## config.mk

```make
export PLATFORM = sky130hd
export DESIGN_NAME = spi_target_regbridge_flat
export DESIGN_NICKNAME = d
export VERILOG_FILES = /design/src/rtl/spi_target_regbridge_if.sv /design/src/rtl/spi_target_regbridge.sv /design/src/flat_wrapper.sv
export SDC_FILE = /design/constraint.sdc
export NUM_CORES = 1
export LEC_CHECK = 0
export ABC_CLOCK_PERIOD_IN_PS = 2700
export CORE_MARGIN = 2
export CORE_UTILIZATION = 53
export CTS_CLUSTER_DIAMETER = 200
export DETAILED_ROUTE_END_ITERATION = 7
export HOLD_SLACK_MARGIN = 0.05
export PLACE_DENSITY = 0.85
export SLEW_MARGIN = 25
export SYNTH_ARGS = -nofsm -noshare
export SYNTH_HDL_FRONTEND = slang
export SYNTH_SLANG_ARGS = --single-unit
export TNS_END_PERCENT = 1
```

## constraint.sdc

```tcl
create_clock -name wb_clk_i -period 2.7 [get_ports wb_clk_i]
set_clock_uncertainty 0.05 [all_clocks]
set_input_delay 0.405 -clock wb_clk_i [delete_from_list [all_inputs] [get_ports wb_clk_i]]
set_output_delay 0.405 -clock wb_clk_i [all_outputs]
set_load 0.005 [all_outputs]
```

## src/rtl/spi_target_regbridge_if.sv

```systemverilog
// SPI pad and register-file bus bundle for spi_target_regbridge.
// master = SPI initiator / register file side, slave = bridge side.
interface spi_target_regbridge_if;
  logic       spi_sclk;
  logic       spi_csb;
  logic       spi_mosi;
  logic       spi_miso;
  logic       spi_miso_oeb;
  logic [6:0] reg_addr;
  logic [7:0] reg_wdata;
  logic       reg_we;
  logic       reg_re;
  logic [7:0] reg_rdata;
  logic       busy;
  logic       frame_err;

  modport master (
    output spi_sclk, spi_csb, spi_mosi, reg_rdata,
    input  spi_miso, spi_miso_oeb, reg_addr, reg_wdata,
    input  reg_we, reg_re, busy, frame_err
  );

  modport slave (
    input  spi_sclk, spi_csb, spi_mosi, reg_rdata,
    output spi_miso, spi_miso_oeb, reg_addr, reg_wdata,
    output reg_we, reg_re, busy, frame_err
  );
endinterface

```

## src/rtl/spi_target_regbridge.sv

```systemverilog
// SPI mode-0 target bridging a command byte plus data bytes
// onto a 7-bit address / 8-bit data register-file bus.
module spi_target_regbridge #(
  parameter int SYNC_STAGES = 2
) (
  input  logic                   wb_clk_i,
  input  logic                   wb_rst_i,
  spi_target_regbridge_if.slave  bus
);

  typedef enum logic [1:0] {
    IDLE,
    CMD,
    DATA
  } state_t;

  state_t state, state_n;

  logic [SYNC_STAGES-1:0] sclk_sync, csb_sync, mosi_sync;
  logic sclk_q, csb_q;
  logic sclk_s, csb_s, mosi_s;
  logic sclk_rise, sclk_fall, csb_rise, csb_fall;
  logic rise, fall, byte_done;
  logic [7:0] byte_val;

  logic [2:0] bit_cnt;
  logic [6:0] shreg;
  logic [7:0] tx;
  logic       is_read;
  logic       pend_re;
  logic       re_d1;
  logic       miso;
  logic [6:0] addr;
  logic [7:0] wdata;
  logic       we;
  logic       re;
  logic       ferr;

  always_ff @(posedge wb_clk_i or posedge wb_rst_i) begin
    if (wb_rst_i) begin
      sclk_sync <= '0;
      csb_sync  <= '1;
      mosi_sync <= '0;
      sclk_q    <= 1'b0;
      csb_q     <= 1'b1;
    end else begin
      sclk_sync <= {sclk_sync[SYNC_STAGES-2:0], bus.spi_sclk};
      csb_sync  <= {csb_sync[SYNC_STAGES-2:0], bus.spi_csb};
      mosi_sync <= {mosi_sync[SYNC_STAGES-2:0], bus.spi_mosi};
      sclk_q    <= sclk_s;
      csb_q     <= csb_s;
    end
  end

  assign sclk_s    = sclk_sync[SYNC_STAGES-1];
  assign csb_s     = csb_sync[SYNC_STAGES-1];
  assign mosi_s    = mosi_sync[SYNC_STAGES-1];
  assign sclk_rise = sclk_s & ~sclk_q;
  assign sclk_fall = ~sclk_s & sclk_q;
  assign csb_rise  = csb_s & ~csb_q;
  assign csb_fall  = ~csb_s & csb_q;

  // csb deassertion masks any sclk edge seen in the same cycle
  assign rise      = (state != IDLE) & sclk_rise & ~csb_rise;
  assign fall      = (state != IDLE) & sclk_fall & ~csb_rise;
  assign byte_done = rise & (bit_cnt == 3'd7);
  assign byte_val  = {shreg, mosi_s};

  always_ff @(posedge wb_clk_i or posedge wb_rst_i) begin
    if (wb_rst_i) state <= IDLE;
    else          state <= state_n;
  end

  always_comb begin
    state_n = state;
    unique case (state)
      IDLE: if (csb_fall) state_n = CMD;
      CMD: begin
        if (csb_rise)       state_n = IDLE;
        else if (byte_done) state_n = DATA;
      end
      DATA: if (csb_rise) state_n = IDLE;
      default: state_n = IDLE;
    endcase
  end

  always_ff @(posedge wb_clk_i or posedge wb_rst_i) begin
    if (wb_rst_i) begin
      bit_cnt <= 3'd0;
      shreg   <= 7'd0;
      tx      <= 8'd0;
      is_read <= 1'b0;
      pend_re <= 1'b0;
      re_d1   <= 1'b0;
      miso    <= 1'b0;
      addr    <= 7'd0;
      wdata   <= 8'd0;
      we      <= 1'b0;
      re      <= 1'b0;
      ferr    <= 1'b0;
    end else begin
      we      <= 1'b0;
      re      <= pend_re;
      pend_re <= 1'b0;
      re_d1   <= re;
      ferr    <= 1'b0;
      if (we)    addr <= addr + 7'd1;
      if (re_d1) tx   <= bus.reg_rdata;
      if (state == IDLE) begin
        miso <= 1'b0;
        if (csb_fall) begin
          bit_cnt <= 3'd0;
          is_read <= 1'b0;
        end
      end else if (csb_rise) begin
        ferr    <= (bit_cnt != 3'd0);
        re      <= 1'b0;
        pend_re <= 1'b0;
        miso    <= 1'b0;
      end else begin
        if (rise) begin
          shreg   <= byte_val[6:0];
          bit_cnt <= bit_cnt + 3'd1;
          // direction is known from the first command bit
          if (state == CMD && bit_cnt == 3'd0) is_read <= mosi_s;
          if (byte_done) begin
            if (state == CMD) begin
              addr    <= byte_val[6:0];
              is_read <= byte_val[7];
              re      <= byte_val[7];
            end else if (is_read) begin
              addr    <= addr + 7'd1;
              pend_re <= 1'b1;
            end else begin
              wdata <= byte_val;
              we    <= 1'b1;
            end
          end
        end
        if (fall && state == DATA && is_read) begin
          miso <= tx[7];
          tx   <= {tx[6:0], 1'b0};
        end
      end
    end
  end

  assign bus.spi_miso     = miso;
  assign bus.spi_miso_oeb = ~((state != IDLE) & is_read);
  assign bus.reg_addr     = addr;
  assign bus.reg_wdata    = wdata;
  assign bus.reg_we       = we;
  assign bus.reg_re       = re;
  assign bus.busy         = (state != IDLE);
  assign bus.frame_err    = ferr;

endmodule

```

## src/flat_wrapper.sv

```systemverilog
// flat-port wrapper written by rule: the top's interface ports become plain ports
module spi_target_regbridge_flat 
#(
  parameter int SYNC_STAGES = 2
)
  (wb_clk_i, wb_rst_i, bus_spi_sclk, bus_spi_csb, bus_spi_mosi, bus_reg_rdata, bus_spi_miso, bus_spi_miso_oeb, bus_reg_addr, bus_reg_wdata, bus_reg_we, bus_reg_re, bus_busy, bus_frame_err);
  spi_target_regbridge_if bus_i ();
  input  logic wb_clk_i;
  input  logic wb_rst_i;
  input wire logic [$bits(bus_i.spi_sclk)-1:0] bus_spi_sclk;
  input wire logic [$bits(bus_i.spi_csb)-1:0] bus_spi_csb;
  input wire logic [$bits(bus_i.spi_mosi)-1:0] bus_spi_mosi;
  input wire logic [$bits(bus_i.reg_rdata)-1:0] bus_reg_rdata;
  output wire logic [$bits(bus_i.spi_miso)-1:0] bus_spi_miso;
  output wire logic [$bits(bus_i.spi_miso_oeb)-1:0] bus_spi_miso_oeb;
  output wire logic [$bits(bus_i.reg_addr)-1:0] bus_reg_addr;
  output wire logic [$bits(bus_i.reg_wdata)-1:0] bus_reg_wdata;
  output wire logic [$bits(bus_i.reg_we)-1:0] bus_reg_we;
  output wire logic [$bits(bus_i.reg_re)-1:0] bus_reg_re;
  output wire logic [$bits(bus_i.busy)-1:0] bus_busy;
  output wire logic [$bits(bus_i.frame_err)-1:0] bus_frame_err;
  assign bus_i.spi_sclk = bus_spi_sclk;
  assign bus_i.spi_csb = bus_spi_csb;
  assign bus_i.spi_mosi = bus_spi_mosi;
  assign bus_i.reg_rdata = bus_reg_rdata;
  assign bus_spi_miso = bus_i.spi_miso;
  assign bus_spi_miso_oeb = bus_i.spi_miso_oeb;
  assign bus_reg_addr = bus_i.reg_addr;
  assign bus_reg_wdata = bus_i.reg_wdata;
  assign bus_reg_we = bus_i.reg_we;
  assign bus_reg_re = bus_i.reg_re;
  assign bus_busy = bus_i.busy;
  assign bus_frame_err = bus_i.frame_err;
  spi_target_regbridge #(.SYNC_STAGES(SYNC_STAGES)) u_core (.wb_clk_i(wb_clk_i), .wb_rst_i(wb_rst_i), .bus(bus_i));
endmodule
```

=== Word level (Yosys, flattened, before mapping) ===
Index checks and enable logic that the tools add are counted.

* Add/subtract/negate cells: 2
* Equality and inequality tests: 7
* Multiplexer cells: 49
* Bitwise logic cells: 19
* Reduce and logical (&&, ||, !) cells: 13

{| class="wikitable"
|+ Operators by type and width
! operator !! number
|-
| two-way mux 7 bit || 7
|-
| two-way mux 8 bit || 4
|-
| two-way mux 1 bit || 29
|-
| two-way mux 3 bit || 4
|-
| bitwise AND 1 bit || 10
|-
| NOT 1 bit || 9
|-
| AND reduction 3 bit || 3
|-
| two-way mux 2 bit || 4
|-
| adder 7 x 1 -> 7 bit (second input constant) || 1
|-
| one-hot mux 2 bit (3 select lines) || 1
|-
| AND reduction 6 bit || 1
|-
| nonzero test 3 bit || 2
|-
| != test 2 x 1 -> 1 bit (second input constant) || 2
|-
| nonzero test 2 bit || 2
|-
| adder 3 x 1 -> 3 bit (second input constant) || 1
|-
| equality test 3 bit (second input constant) || 1
|-
| logical AND 1 bit || 3
|-
| logical NOT 3 bit || 1
|-
| != test 3 x 1 -> 1 bit (second input constant) || 1
|-
| equality test 2 x 1 -> 1 bit (second input constant) || 1
|-
| equality test 2 bit (second input constant) || 1
|-
| logical NOT 2 bit || 1
|-
| != test 2 bit (second input constant) || 1
|}

* Register bits after elaboration: 50
* Output and inout bits: 21

=== Logic depth before layout (Yosys ltp) ===
Gate-level depths: netlist of the first run.

* Depth in word-level cells: 9
* Depth in mapped cells: 6
* Gate-level depth less buffers: 6

=== Least setup slack after synthesis of the first run ===
No wires, ideal clock.

* Path kind: flip-flop to flip-flop
* Start point: reg u_core.bit_cnt[0]
* End point: reg u_core.wdata[0] (netlist: u_core.bus.reg_wdata[0])
* Setup time: 125 ps
* Data arrival time: 1704 ps
* Required time: 2525 ps
* Slack: 821 ps
* Cell stages (with the launch flop): 7
* Path through: dfrtp_1 -> ha_1 -> ha_1 -> and3b_2 -> nand3_4 -> nor3_4 -> mux2_2

* Cells in the longest elaborated chain, start to end: 3

{| class="wikitable"
|+ Ends and longest elaborated chain
! what !! line !! source
|-
| start: declaration || spi_target_regbridge.sv:26 || <nowiki>logic [2:0] bit_cnt;</nowiki>
|-
| start signal: assignment || spi_target_regbridge.sv:123 || <nowiki>bit_cnt <= bit_cnt + 3'd1;</nowiki>
|-
| equality test 3 bit || spi_target_regbridge.sv:66 || <nowiki>assign byte_done = rise & (bit_cnt == 3'd7);</nowiki>
|-
| bitwise AND 1 bit || spi_target_regbridge.sv:66 ||
|-
| AND reduction 6 bit (no source line) || n/a ||
|-
| end signal: assignment || spi_target_regbridge.sv:135 || <nowiki>wdata <= byte_val;</nowiki>
|-
| end: declaration || spi_target_regbridge.sv:34 || <nowiki>logic [7:0] wdata;</nowiki>
|}

No other way between the ends.
A chain may end at the register's enable or synchronous reset.

=== Worst setup path after layout of the first run ===
* Start point: reg u_core.state[0]
* End point: out bus_spi_miso_oeb

* Cells in the longest elaborated chain, start to end: 3

{| class="wikitable"
|+ Ends and longest elaborated chain
! what !! line !! source
|-
| start: declaration || spi_target_regbridge.sv:17 || <nowiki>state_t state, state_n;</nowiki>
|-
| start signal: assignment || spi_target_regbridge.sv:71 || <nowiki>else state <= state_n;</nowiki>
|-
| nonzero test 2 bit || spi_target_regbridge.sv:149 || <nowiki>assign bus.spi_miso_oeb = ~((state != IDLE) & is_read);</nowiki>
|-
| bitwise AND 1 bit || spi_target_regbridge.sv:149 ||
|-
| NOT 1 bit || spi_target_regbridge.sv:149 ||
|-
| end: declaration || flat_wrapper.sv:15 || <nowiki>output wire logic [$bits(bus_i.spi_miso_oeb)-1:0] bus_spi_miso_oeb;</nowiki>
|}

No other way between the ends.

==> impl_results.md, run 1 <==
- Final Hold Violating Endpoints: 0
- Sink Count: 50
- Final setup fails: 0
- Yosys top cell by area: dfrtp_1
- Initial core utilization: 0.562
- Area Overhead vs Synth: 21.9%
- # rows: 23
- Grt ovf: 0
- RSZ-0062 raised after global routing: no
- Clock Tree Buf Depth: 2
- Post-CTS sizing: 0
- Die area: 4880 sq um
- Crit start category: flop
- Die height: 69.9 um
- CTS root buf: clkbuf_8
- Largest net degree at the start of global routing: 51
- Gpl congestion: 0.805
- Compound-gate portion of the synthesized area: 0.108
- TritonCTS clock tree: done
- Sequential fraction of the synthesis area: 0.546
- Final cycle utilization of the critical path: 0.833
- CP max FO: 11
- Commonest non-fill, non-tap cell in the layout: dfrtp_1
- P_leak: 1.20 nW
- Drt first-iter violations: 94
- Core Area: a little over 4000 sq um
- Post-CTS Hold Buffers: 0
- Number of port buffers: 33
- Clk slew on worst S/H paths: 80 ps
- Pre-CTS setup slack: around 500 ps
- Post-Synthesis Cell Area: 2300 sq um
- Outcome: finished clean
- CP Data Arrival Time: around 1800 ps
- MaxCap Viol Count: 0
- Clock Latency Late Sink: 300 ps
- Total GRT Usage: 0.200
- Synth Flop Type: dfrtp_1
- Commonest non-fill, non-tap cells in the layout: dfrtp_1, clkdlybuf4s50_1, mux2_2, nand2_1
- Ports: 34
- Fin Setup TNS: 0 ps
- Total CTS buffers: 5
- # DRC: 0
- Setup WS post-layout: ~450 ps
- Ys Warns: 0
- Peak VDD IR: roughly 0.46 mV
- CP Capture Type: primary output
- Seq cells post-synth: 50
- Post-DP HPWL: a little under 3000 um
- Initial DRT Pass Iterations: 4
- Main combinational cell family by area after synthesis: simple AND/OR/NAND/NOR gates
- Antenna cells: 0
- Post-Synthesis Cells: between 150 and 200
- Mapped Nets: 205
- Vias in the first global route: about 1,600
- Slew margin rel.: 0.496
- Adder-Cell Fraction of Synth Area: 0.0218
- Layout cell share with drive strength beyond 1: 0.170
- Antenna violations before repair: 0
- Global-route wire length before repair: about 8000 um
- Simple-Gate Fraction of Synth Area: 0.144
- Post-Route WL: 4230 um
- Worst EP required: around 2300 ps
- Least-Margin Pin Slew: between 700 and 800 ps
- H-tree Lvls: 2
- Synth unique cells: 47
- Slew Limit Fails: 0
- Mux cell area share after synthesis: 0.126
- Worst hold path type: flop to flop
- Avg Vias per Cell: roughly 5.7
- Die X: roughly 70 um
- DRT antenna net count: 0
- Number of synthesized flops with an enable pin: 0
- Post-synth ARST share: 1.00
- Wire per inst: roughly 15 um
- Top cells by area, synth: dfrtp_1, mux2_2, mux2i_1
- Post-CTS Setup Repair Bufs: 0
- Highest clock rate: 0.445 GHz
- Synth Area in XOR/XNOR: 0.0267
- Post-Syn Area per Cell: roughly 12 sq um
- Power Density: ~620 nW/um^2
- R2R Setup Slk: 500 ps
- Via Count: between 1,500 and 2,000
- Crit Path Class: flop to primary output
- Final #Nets: about 240
- Minimum clock period: roughly 2200 ps
- Top-area cell type share of the netlist area: 0.512
stage by stage:
| stage | std cells | hold slack (ps) | util | power, mW | area [sq um] |
|---|---|---|---|---|---|
| after detailed placement | 265 | 295 | 0.652 | 1.13 | 2660 |
| final | 273 | 310 | 0.686 | 1.73 | 2800 |
| after CTS | 273 | 313 | 0.686 | 1.74 | 2800 |
| after global routing | 273 | 321 | 0.686 | 1.82 | 2800 |
| after global placement | 265 | 285 | 0.652 | 1.11 | 2660 |
| after floorplan | 188 | 281 | - | 1.04 | 2300 |
cells in the mapped netlist (2+ instances only):
library cell and instances:
nor3_1 7, nor3b_1 2, mux2i_1 11, nand3_1 3, mux2_2 16, a21oi_1 3, buf_4 2, o32ai_1 2
nand4_1 2, o22ai_1 5, dfstp_2 3, xnor2_1 2, nor2_1 4, o21ai_0 11, xor2_1 5, nand2_1 14
a22o_1 3, dfrtp_1 47, buf_2 4, inv_1 4, a22oi_1 4, ha_1 4, nor2b_1 4, nand2b_1 2
a31oi_1 2
critical path: stages, from the launching register on:
cell and delay, ps:
dfrtp_1 520, nor2_4 250, inv_2 120, nand2_1 100, clkdlybuf4s50_1 500
area by class of cell:
cell class | instances | area, sq um
multi-input cells | 125 | 982
clock inverters | 3 | 68.8
repair buffers | 35 | 345
fillers | 309 | 1280
flip-flops and latches | 50 | 1250
clock buffers | 5 | 68.8
well taps | 50 | 62.6
inverters | 5 | 18.8
logic make-up after synthesis:
kind of cell,count (synthesis)
and+or+nand+nor,50
DFF,50
xor gates and xnor gates,7
adders and majority gates,4
AOI/OAI and AO/OA,37
buffers and inverters,13
muxes,27
path summary, 6_finish.rpt:
path / start / end / depth (start not counted)
max in group asynchronous: wb_rst_i / u_core.sclk_sync[1] / 3
min reg2reg: u_core.mosi_sync[0] / u_core.mosi_sync[1] / 0
max: u_core.state[0] / bus_spi_miso_oeb / 4
max reg2reg: u_core.csb_q / u_core.bit_cnt[0] / 4
min in group asynchronous: wb_rst_i / u_core.shreg[2] / 3
min: u_core.mosi_sync[0] / u_core.mosi_sync[1] / 0
where the power goes:
| group | internal, mW | switching (mW) | leakage [nW] |
|---|---|---|---|
| Combinational | 0.115 | 0.0970 | 0.505 |
| Sequential | 0.814 | 0.0876 | 0.624 |
| Clock | 0.371 | 0.245 | 0.0683 |
state kept, by name, indices dropped and copies added (netlist names):
| register | count |
|---|---|
| u_core.bit_cnt | 3 |
| u_core.bus.frame_err | 1 |
| u_core.bus.reg_addr | 7 |
| u_core.bus.reg_re | 1 |
| u_core.bus.reg_wdata | 8 |
| u_core.bus.reg_we | 1 |
| u_core.bus.spi_miso | 1 |
| u_core.csb_q | 1 |
| u_core.csb_sync | 2 |
| u_core.is_read | 1 |
| u_core.mosi_sync | 2 |
| u_core.pend_re | 1 |
| u_core.re_d1 | 1 |
| u_core.sclk_q | 1 |
| u_core.sclk_sync | 2 |
| u_core.shreg | 7 |
| u_core.state | 2 |
| u_core.tx | 8 |
routing by layer:
layer / routed length [um] / track usage / part of all wire
met5: 0 / 0 / 0
met3: 148 / 0.0447 / 0.035
met2: 2020 / 0.313 / 0.48
met1: 2000 / 0.282 / 0.47
met4: 57 / 0.0577 / 0.013
No activity file was read; power rests on OpenSTA's default activity.
==> run 2, diff against run 1 <==
--- a/config.mk
+++ b/config.mk
@@ -5,7 +5,7 @@
 export SDC_FILE = /design/constraint.sdc
 export NUM_CORES = 1
 export LEC_CHECK = 0
-export ABC_CLOCK_PERIOD_IN_PS = 2700
+export ABC_CLOCK_PERIOD_IN_PS = 2300
 export CORE_MARGIN = 2
 export CORE_UTILIZATION = 53
 export CTS_CLUSTER_DIAMETER = 200
==> constraint.sdc (replaced) <==
create_clock -name wb_clk_i -period 2.3 [get_ports wb_clk_i]
set_clock_uncertainty 0.05 [all_clocks]
set_input_delay 0.345 -clock wb_clk_i [delete_from_list [all_inputs] [get_ports wb_clk_i]]
set_output_delay 0.345 -clock wb_clk_i [all_outputs]
set_load 0.005 [all_outputs]
==> impl_results.md, run 2 (synthesized netlist as in run 1, its figures left out) <==
- Outcome: finished clean
- Vias in the first global route: 1,548
- FF+latch area: around 1300 sq um
- Area Overhead vs Synth: 21.7%
- Clk slew on worst S/H paths: 90 ps
- Worst reg2reg startpoint: u_core.bit_cnt[0]
- Area of the multi-input gates: between 900 and 1000 sq um
- Peak VDD IR: slightly below 0.6 mV
- Global-route wire length before repair: around 7400 um
- CP startpoint: u_core.state[0]
- TritonCTS clock tree: done
- RSZ-0062 raised after global routing: no
- Minimum clock period: between 2000 and 2500 ps
- # DRC: 0
- CP max FO: 11
- Final Hold Violating Endpoints: 0
- Commonest non-fill, non-tap cell in the layout: dfrtp_1
- Int Pwr: between 1 and 1.5 mW
- Post-DP HPWL: approximately 3100 um
- Clk pwr share: 0.318
- Die X: approximately 70 um
- Worst Setup EP: bus_spi_miso_oeb
- Core Area: roughly 4100 sq um
- Comb pwr share: 0.133
- # rows: 23
- Post-CTS Setup Repair Bufs: 0
- Antenna cells: 0
- Final cycle utilization of the critical path: 0.944
- Number of port buffers: 33
- Ports: 34
- Clock Tree Buf Depth: 2
- Initial core utilization: 0.562
- Power Density: a little under 700 nW/um^2
- H-tree Lvls: 2
- Net Sw Frac: 0.264
- Wire per inst: between 15 and 20 um
- Drt first-iter violations: 117
- P_leak: 1.20 nW
- CP Data Arrival Time: approximately 1800 ps
- Gpl congestion: about 0.84
- Slew margin rel.: 0.610
- Grt ovf: 0
- MaxCap Viol Count: 0
- FILL cells: around 310
- Reg power frac: 0.550
- Post-Route WL: between 4000 and 5000 um
- Worst reg2reg path depth: 6
- Post-CTS Hold Buffers: 0
- Fin Setup TNS: 0 ps
- Worst EP required: between 1500 and 2000 ps
- Net switching power: roughly 0.5 mW
- CP Capture Type: primary output
- Avg Vias per Cell: between 5 and 6
- Clock Latency Late Sink: about 300 ps
- Total GRT Usage: 0.191
- Sink Count: 50
- Total CTS buffers: 5
- Initial DRT Pass Iterations: 5
- Final setup fails: 0
- Layout cell share with drive strength beyond 1: 0.177
- DRT antenna net count: 0
- Worst hold path type: primary input to async pin
- Crit Path Class: flop to primary output
- Largest net degree at the start of global routing: 27
- Worst R2R End: u_core.bus.reg_wdata[0]
- Final #Nets: 242
- Die height: about 70 um
- Highest clock rate: about 0.46 GHz
- Antenna violations before repair: 0
- R2R Setup Slk: ~200 ps
- Via Count: about 1,600
- Post-CTS sizing: 0
- Slew Limit Fails: 0
- Least-Margin Pin Slew: just under 600 ps
- Die area: 4880 sq um
- CTS root buf: clkbuf_8
- Commonest non-fill, non-tap cells in the layout: dfrtp_1, clkdlybuf4s50_1, mux2_2, nand2_1
- Crit start category: flop
- Post-layout util: 0.684
[run 2: worst min path at each step]
stage	endpoint	slack (ps)	cells after the start	startpoint
after floorplan	u_core.mosi_sync[1]	280	0	u_core.mosi_sync[0]
after global placement	u_core.sclk_sync[1]	280	0	u_core.sclk_sync[0]
after detailed placement	u_core.sclk_sync[1]	290	0	u_core.sclk_sync[0]
after CTS	u_core.csb_sync[0]	300	2	wb_rst_i
after global routing	u_core.csb_sync[0]	310	2	wb_rst_i
final	u_core.csb_sync[0]	310	2	wb_rst_i
[run 2: metrics by stage]
stage	setup WS, ps	area [sq um]	hold WS [ps]	total power [mW]	instances
3_3_place_gp	288	2690	285	1.31	268
6_report	128	2800	306	1.93	276
2_1_floorplan	421	2300	281	1.22	188
5_1_grt	11.2	2800	314	2.02	276
3_5_place_dp	197	2690	289	1.32	268
4_1_cts	109	2800	299	1.94	276
[run 2: cell type report]
class,count,share of cell area
Inverter,5,0.00671
Clock inverter,2,0.0134
Sequential cell,50,0.449
Tap cell,50,0.0224
Multi-Input combinational cell,125,0.351
Clock buffer,6,0.0260
Timing Repair Buffer,38,0.132
[run 2: critical path: stages (launching register included)]
cell             delay, ps
dfrtp_1                520
nor2_4                 250
inv_2                  110
nand2_1                 90
clkdlybuf4s50_1        500
[run 2: power by group through the flow]
stage          clock network [mW]  registers [mW]  logic (mW)
6_report                    0.612            1.06       0.255
3_5_place_dp                    0            1.07       0.254
4_1_cts                     0.624            1.06       0.258
5_1_grt                     0.670            1.07       0.280
2_1_floorplan                   0            1.02       0.203
3_3_place_gp                    0            1.06       0.245
[run 2: layer usage]
layer | share of wire | vias up | track usage
met3 | 0.053 | 10 | 0.0476
met2 | 0.48 | 48 | 0.303
li1 | - | 761 | -
met5 | 0 | - | 0
met4 | 0.025 | 0 | 0.0855
met1 | 0.45 | 775 | 0.250
